**config.mk**
```make
export PLATFORM = sky130hd
export DESIGN_NAME = image_readback_tx
export DESIGN_NICKNAME = d
export VERILOG_FILES = /design/src/rtl/neuralnet_pkg.sv /design/src/rtl/image_readback_tx.sv
export SDC_FILE = /design/constraint.sdc
export NUM_CORES = 1
export LEC_CHECK = 0
export BUFFER_PORTS_ARGS = -buffer_cell sky130_fd_sc_hd__buf_2
export CAP_MARGIN = 20
export CORE_ASPECT_RATIO = 1.5
export CORE_MARGIN = 10
export CORE_UTILIZATION = 30
export CTS_CLUSTER_DIAMETER = 100
export DETAILED_ROUTE_END_ITERATION = 10
export SLEW_MARGIN = 25
export SYNTH_ARGS = -nofsm -noshare
export SYNTH_HDL_FRONTEND = slang
export SYNTH_SLANG_ARGS = --single-unit
```
**constraint.sdc**
```tcl
create_clock -name pi_clk -period 4.7 [get_ports pi_clk]
set_clock_uncertainty 0.15 [all_clocks]
set_input_delay 0.705 -clock pi_clk [delete_from_list [all_inputs] [get_ports pi_clk]]
set_output_delay 0.705 -clock pi_clk [all_outputs]
set_load 0.05 [all_outputs]
```
**src/rtl/neuralnet_pkg.sv**
```systemverilog
// rtl/neuralnet_pkg.sv - image geometry, link constants and readback FSM states
package neuralnet_pkg;

    localparam int HEIGHT     = 20;
    localparam int WIDTH      = 30;
    localparam int DEPTH      = 3;
    localparam int IMG_BYTES  = HEIGHT * WIDTH * DEPTH;
    localparam int IMG_ADDR_W = $clog2(IMG_BYTES);

    localparam logic [7:0] SYNC_BYTE = 8'hA5;

    typedef enum logic [2:0] {
        ST_IDLE     = 3'd0,
        ST_HEADER   = 3'd1,
        ST_FETCH    = 3'd2,
        ST_LOAD     = 3'd3,
        ST_DATA     = 3'd4,
        ST_CSUM     = 3'd5,
        ST_WAIT_LOW = 3'd6
    } tx_state_t;

endpackage

```
**src/rtl/image_readback_tx.sv**
```systemverilog
// rtl/image_readback_tx.sv - streams the image buffer to the Pi as sync, data bytes and checksum
module image_readback_tx
    import neuralnet_pkg::*;
(
    input  logic                  pi_clk,
    input  logic                  rst,
    input  logic                  read_enable,
    input  logic                  byte_ack,
    output logic                  mem_rd,
    output logic [IMG_ADDR_W-1:0] mem_addr,
    input  logic [7:0]            mem_rdata,
    output logic [7:0]            gpio_out,
    output logic                  gpio_valid,
    output logic                  busy,
    output logic                  done
);

    localparam logic [IMG_ADDR_W-1:0] LAST_IDX = IMG_ADDR_W'(IMG_BYTES - 1);

    tx_state_t             state_q, state_d;
    logic [IMG_ADDR_W-1:0] idx_q, idx_d;
    logic [7:0]            sum_q, sum_d;
    logic [7:0]            gpio_out_q, gpio_out_d;
    logic                  gpio_valid_q, gpio_valid_d;
    logic                  mem_rd_q, mem_rd_d;
    logic [IMG_ADDR_W-1:0] mem_addr_q, mem_addr_d;
    logic                  busy_q, busy_d;
    logic                  done_q, done_d;
    logic                  ack;
    logic                  active;

    // An ack only counts while a byte is actually on offer.
    assign ack    = byte_ack && gpio_valid_q;
    assign active = (state_q == ST_HEADER) || (state_q == ST_FETCH) || (state_q == ST_LOAD) ||
                    (state_q == ST_DATA)   || (state_q == ST_CSUM);

    always_comb begin
        state_d      = state_q;
        idx_d        = idx_q;
        sum_d        = sum_q;
        gpio_out_d   = gpio_out_q;
        gpio_valid_d = gpio_valid_q;
        mem_rd_d     = 1'b0;
        mem_addr_d   = mem_addr_q;
        done_d       = 1'b0;

        case (state_q)
            ST_IDLE: begin
                gpio_valid_d = 1'b0;
                if (read_enable) begin
                    state_d      = ST_HEADER;
                    idx_d        = '0;
                    sum_d        = '0;
                    gpio_out_d   = SYNC_BYTE;
                    gpio_valid_d = 1'b1;
                end
            end
            ST_HEADER: begin
                if (ack) begin
                    state_d      = ST_FETCH;
                    gpio_valid_d = 1'b0;
                    mem_rd_d     = 1'b1;
                    mem_addr_d   = idx_q;
                end
            end
            ST_FETCH: begin
                state_d = ST_LOAD;
            end
            ST_LOAD: begin
                state_d      = ST_DATA;
                gpio_out_d   = mem_rdata;
                sum_d        = sum_q + mem_rdata;
                gpio_valid_d = 1'b1;
            end
            ST_DATA: begin
                if (ack) begin
                    if (idx_q == LAST_IDX) begin
                        state_d    = ST_CSUM;
                        gpio_out_d = sum_q;
                    end else begin
                        state_d      = ST_FETCH;
                        idx_d        = idx_q + 1'b1;
                        mem_rd_d     = 1'b1;
                        mem_addr_d   = idx_q + 1'b1;
                        gpio_valid_d = 1'b0;
                    end
                end
            end
            ST_CSUM: begin
                if (ack) begin
                    state_d      = ST_WAIT_LOW;
                    gpio_valid_d = 1'b0;
                    done_d       = 1'b1;
                end
            end
            ST_WAIT_LOW: begin
                gpio_valid_d = 1'b0;
                if (!read_enable) begin
                    state_d = ST_IDLE;
                end
            end
            default: begin
                state_d      = ST_IDLE;
                gpio_valid_d = 1'b0;
            end
        endcase

        // Dropping read_enable mid-frame wins over any ack seen in the same cycle.
        if (active && !read_enable) begin
            state_d      = ST_IDLE;
            idx_d        = '0;
            sum_d        = '0;
            gpio_out_d   = gpio_out_q;
            gpio_valid_d = 1'b0;
            mem_rd_d     = 1'b0;
            mem_addr_d   = mem_addr_q;
            done_d       = 1'b0;
        end

        busy_d = (state_d != ST_IDLE) && (state_d != ST_WAIT_LOW);
    end

    always_ff @(posedge pi_clk) begin
        if (rst) begin
            state_q      <= ST_IDLE;
            idx_q        <= '0;
            sum_q        <= '0;
            gpio_out_q   <= '0;
            gpio_valid_q <= 1'b0;
            mem_rd_q     <= 1'b0;
            mem_addr_q   <= '0;
            busy_q       <= 1'b0;
            done_q       <= 1'b0;
        end else begin
            state_q      <= state_d;
            idx_q        <= idx_d;
            sum_q        <= sum_d;
            gpio_out_q   <= gpio_out_d;
            gpio_valid_q <= gpio_valid_d;
            mem_rd_q     <= mem_rd_d;
            mem_addr_q   <= mem_addr_d;
            busy_q       <= busy_d;
            done_q       <= done_d;
        end
    end

    assign mem_rd     = mem_rd_q;
    assign mem_addr   = mem_addr_q;
    assign gpio_out   = gpio_out_q;
    assign gpio_valid = gpio_valid_q;
    assign busy       = busy_q;
    assign done       = done_q;

endmodule

```
# Yosys cells after proc, flatten, opt, wreduce, memory -nomap -nowiden

Index checks and enable logic that the tools add are counted.

Bits of input ports: 12
Flip-flop bits (word level): 45

Add/sub/neg operators: 2
Reductions and logical operators: 22
Equality and inequality tests: 14
Mux-type cells: 29
Bitwise logic cells: 3

Operators by type and width:

| cell                                                            | number |
|---|---|
| 11-bit two-way mux                                              | 4 |
| 11-bit one-hot mux with 2 select lines                          | 2 |
| 8-bit two-way mux                                               | 4 |
| 8-bit one-hot mux with 3 select lines                           | 1 |
| 3-bit two-way mux                                               | 7 |
| 3-bit one-hot mux with 7 select lines                           | 1 |
| 8-bit one-hot mux with 2 select lines                           | 1 |
| 11-bit by 1-bit adder with 11-bit output, second input constant | 1 |
| 11-bit == test, second input constant                           | 1 |
| 5-bit AND reduction                                             | 2 |
| 3-bit == test, second input constant                            | 3 |
| 8-bit adder                                                     | 1 |
| 2-bit != test, second input constant                            | 4 |
| 4-bit AND reduction                                             | 2 |
| 1-bit two-way mux                                               | 7 |
| 3-bit by 2-bit == test with 1-bit output, second input constant | 2 |
| 2-bit nonzero test                                              | 3 |
| 3-bit nonzero test                                              | 2 |
| 1-bit one-hot mux with 5 select lines                           | 1 |
| 1-bit logical OR                                                | 4 |
| 2-bit by 1-bit != test with 1-bit output, second input constant | 2 |
| 2-bit OR reduction                                              | 2 |
| 3-bit by 1-bit == test with 1-bit output, second input constant | 1 |
| 1-bit logical AND                                               | 3 |
| 7 further kinds                                                 | 9 |

# Logic depth before layout (Yosys ltp)

Word-level depth: 9
Depth in mapped cells: 8
Mapped depth without buffers: 7

# Worst setup path before layout

Ideal clock, no wire load.

Path kind: in2reg
From: in mem_rdata[4]
To: reg sum_q[7]
Path slack: 2.317 ns
Data arrival time: 2.113 ns
Path buffers: 0
Cell stages on the path: 5
Cells stage by stage: ha_1 > or4_1 > o221a_2 > and3_1 > a211o_1

Longest elaborated chain between the ends: 2

RTL lines:

| item                                  | line                     | RTL |
|---|---|---|
| start, declared                       | image_readback_tx.sv:11  | `input logic [7:0] mem_rdata,` |
| 8-bit adder                           | image_readback_tx.sv:72  | `sum_d = sum_q + mem_rdata;` |
| 8-bit one-hot mux with 2 select lines | image_readback_tx.sv:47  | `case (state_q)` |
| end signal, assigned                  | image_readback_tx.sv:137 | `sum_q <= sum_d;` |
| end, declared                         | image_readback_tx.sv:22  | `logic [7:0] sum_q, sum_d;` |

Every way passes these cells.
A chain may end at the register's enable or synchronous reset.

# Worst setup path after layout

From: reg state_q[2]
To: reg mem_addr_q[10], in the netlist mem_addr[10]

Longest elaborated chain between the ends: 8
Elaborated cells between the ends (all ways): 17
Classes of those cells: 8 x eq/ne; 1 x mux; 1 x bitwise; 7 x reduce/logical

RTL lines:

| item                                                                                                 | line                                             | RTL |
|---|---|---|
| start, declared                                                                                      | image_readback_tx.sv:20                          | `tx_state_t state_q, state_d;` |
| start signal, assigned                                                                               | image_readback_tx.sv:135                         | `state_q <= state_d;` |
| 3-bit by 1-bit == test with 1-bit output or 3-bit by 2-bit == test with 1-bit output (tied branches) | image_readback_tx.sv:34, image_readback_tx.sv:47 |  |
| 1-bit logical OR (3 in series)                                                                       | image_readback_tx.sv:34                          | `assign active = (state_q == ST_HEADER) \|\| (state_q == ST_FETCH) \|\| (state_q == ST_LOAD) \|\|` |
| 1-bit logical OR                                                                                     | image_readback_tx.sv:35                          | `(state_q == ST_DATA) \|\| (state_q == ST_CSUM);` |
| 1-bit logical AND                                                                                    | image_readback_tx.sv:109                         | `if (active && !read_enable) begin` |
| 1-bit inverter (no source line)                                                                      | --                                               |  |
| 5-bit AND reduction (no source line)                                                                 | --                                               |  |
| end signal, assigned                                                                                 | image_readback_tx.sv:141                         | `mem_addr_q <= mem_addr_d;` |
| end, declared                                                                                        | image_readback_tx.sv:26                          | `logic [IMG_ADDR_W-1:0] mem_addr_q, mem_addr_d;` |

Parallel ways exist; a longest one is shown, timed or not.

==> results.yml <==
detailed_routing:
  wire_per_inst_microns: 15.33
  routed_wl_microns: 6686
  num_vias: 2334
  via_per_inst: 5.353
  drtIter0Drc: 103
  dr.pass1.iters: 4
  route.detailed.drc: 0
  antenna_left: 0
place:
  placed_cells: 429
  pre_cts_slack_ns: 2.071
  dpl.hpwl_microns: 4904
  dpl_cell_area_sq_um: 2804
  gp_congestion: 0.8286
  port_buffers: 34
grt:
  antenna_found_initial: 0
  grt_first_pass_wirelength_microns: 11240
  grt_max_degree: 23
  gr-total-overflow: 0
  track_usage_pct: 10.75
  grt_pass1_vias: 2262
final_layout:
  drive_gt1_share_pct: 19.45
  diodes: 0
  final_util_pct: 35.28
  areaGrowthSynthToFinish_pct: 14.92
  stdcell_count: 436
  final_net_count: 351
  design_area_sq_um: 2968
cts:
  h-tree-depth: 2
  cts_hold_buf: 0
  clkLatencyLatePin_ns: 0.30
  clk_root_buffer_cell: "clkbuf_16"
  ctsResizeCount: 0
  clock_sinks: 45
  cts_buffers: 5
  cts_buffer_depth: 2
  cts_tree: "yes"
  clkTransAtPathRegs_ns: 0.06
  post_cts_buffers: 0
setup_path:
  worstSetupStartpointType: "flip-flop"
  critPathSlowestCell: "dfxtp_1"
  path_class: "flip-flop to flip-flop"
  rr_worst_depth: 5
  cpPeakStageDelay_ns: 0.75
  worstPathCellList: "nand2_1, inv_1, and3_1, xnor2_1, a21oi_1"
  cp_data_arrival_time_ns: 2.58
  critPathRequiredTime_ns: 4.70
  crit_fanout: 21
  endpoint_kind: "flip-flop"
sta:
  max_slew_margin_pct: 36.09
  fin_ws_ns: 2.122
  max_freq_ghz: 0.3880
  final.setup.tns_ns: 0
  hold_viol_final: 0
  finalCriticalPeriod_ns: 2.578
  setup_violations: 0
  slew_viol_final: 0
  fin_hold_ws_ns: 0.3377
  tightest_slew_ns: 0.9586
  fin_crit_sh_pct: 54.84
  rsz0062_at_grt: "false"
logic_synthesis:
  synthFlopType: "dfxtp_1"
  synth_area_per_cell_sq_um: 8.439
  syn-num-nets: 328
  synth_top_area_cell: "dfxtp_1"
  yosysUniqueCellTypes: 61
  synth_most_common_cell: "dfxtp_1"
  synth_area_sq_um: 2582
  yosysSeqAreaShare_pct: 34.88
  synth-edff-count: 0
  yosysWarnings: 0
  synth_commonest_cells: "45 x dfxtp_1, 35 x nor2_1, 24 x nand2_1, 16 x a21oi_1, 15 x nor3_1"
  ys_async_sr_fraction_pct: 0
  synth_seq_cells: 45
  synth_top_area_share_pct: 34.88
  synth.area.top_cells: "dfxtp_1 35%, nor2_1 5.1%, ha_1 4.4%"
  syn_inst: 306
pwr:
  p_per_area_nw_per_um2: 303.5
  p_leak_nw: 1.172
  irDropWorstVdd_uv: 144.7
  p_total_uw: 900.8
floorplan:
  die-area_sq_um: 12800
  ios: 35
  fp.dieW_microns: 95.76
  fp-row-count: 41
  start_util_pct: 30.70
  fp.dieH_microns: 133.6
  coreArea_sq_um: 8413
status:
  outcome: "complete, no violations"
worst_hold_path:
  hold_path_depth: 2
  worst_hold_path_type: "flip-flop to flip-flop"
run:
  cap_violations: 0
[cell families (layout without fill, tap and decap cells)]
kind of cell / count (synthesis) / after routing / share of synthesized area [%]
and+or+nand+nor: 115 / 115 / 22.38
AOI/OAI and AO/OA: 94 / 94 / 27.76
DFF: 45 / 45 / 34.88
buffers and inverters: 28 / 51 / 4.990
xor gates and xnor gates: 12 / 12 / 4.070
adders and majority gates: 10 / 10 / 5.136
muxes: 2 / 2 / 0.7752
[placed cells by master (no fill, tap or decap), drive strengths merged, types with 4 or more instances in the layout]
master,n
and3,7
a211oi,10
inv,8
clkbuf,5
o21ai,12
a21o,6
a31oi,5
xnor2,9
nor2b,8
nand3,4
a221oi,5
a22oi,4
buf,35
a31o,5
dfxtp,45
o22ai,5
nor2,35
a311oi,6
nand2,24
ha,9
a21oi,16
nor3,15
and2,4
[flip-flops by register name, summed over array words and instances, names as in the netlist]
signal	count
mem_addr	11
gpio_valid	1
mem_rd	1
state_q	3
idx_q	11
sum_q	8
done	1
gpio_out	8
busy	1
[report_power, final]
group	internal, mW	switching (mW)
sequential	0.391	0.00755
clock	0.247	0.149
combinational	0.0327	0.0739
[worst paths after layout]
path / startpoint / to / slack [ns]
worst min-delay path: sum_q[5]$_SDFFE_PP0P_ / sum_q[5]$_SDFFE_PP0P_ / 0.34
worst max-delay path: state_q[2]$_SDFF_PP0_ / mem_addr[10]$_SDFFE_PP0P_ / 2.12
worst max register to register: state_q[2]$_SDFF_PP0_ / mem_addr[10]$_SDFFE_PP0P_ / 2.12
worst min register to register: sum_q[5]$_SDFFE_PP0P_ / sum_q[5]$_SDFFE_PP0P_ / 0.34
[layout make-up]
class / count / area, sq um
Inverter: 9 / 33.78
Timing Repair Buffer: 35 / 177.7
Tap cell: 107 / 133.9
Fill cell: 903 / 5445
Sequential cell: 45 / 900.9
Multi-Input combinational cell: 233 / 1562
Clock buffer: 5 / 125.1
Clock inverter: 2 / 35.03
[routing by layer]
| metal | up-vias | part of all wire [%] | GRT usage [%] |
|---|---|---|---|
| met5 | - | 0 | 0 |
| met4 | 0 | 2.8 | 5.099 |
| met3 | 15 | 4.3 | 2.362 |
| met2 | 44 | 52 | 18.20 |
| met1 | 1100 | 41 | 12.23 |
| li1 | 1175 | - | - |
[worst max-delay path, delay by kind of cell, from the launching register on]
family | cells | cell delay, ns
buf+inv | 1 | 0.54
flops | 1 | 0.75
xor+xnor | 1 | 0.11
compound gates | 1 | 0.07
simple gates | 2 | 0.81
Note: power is estimated with default switching activity, not from simulation.
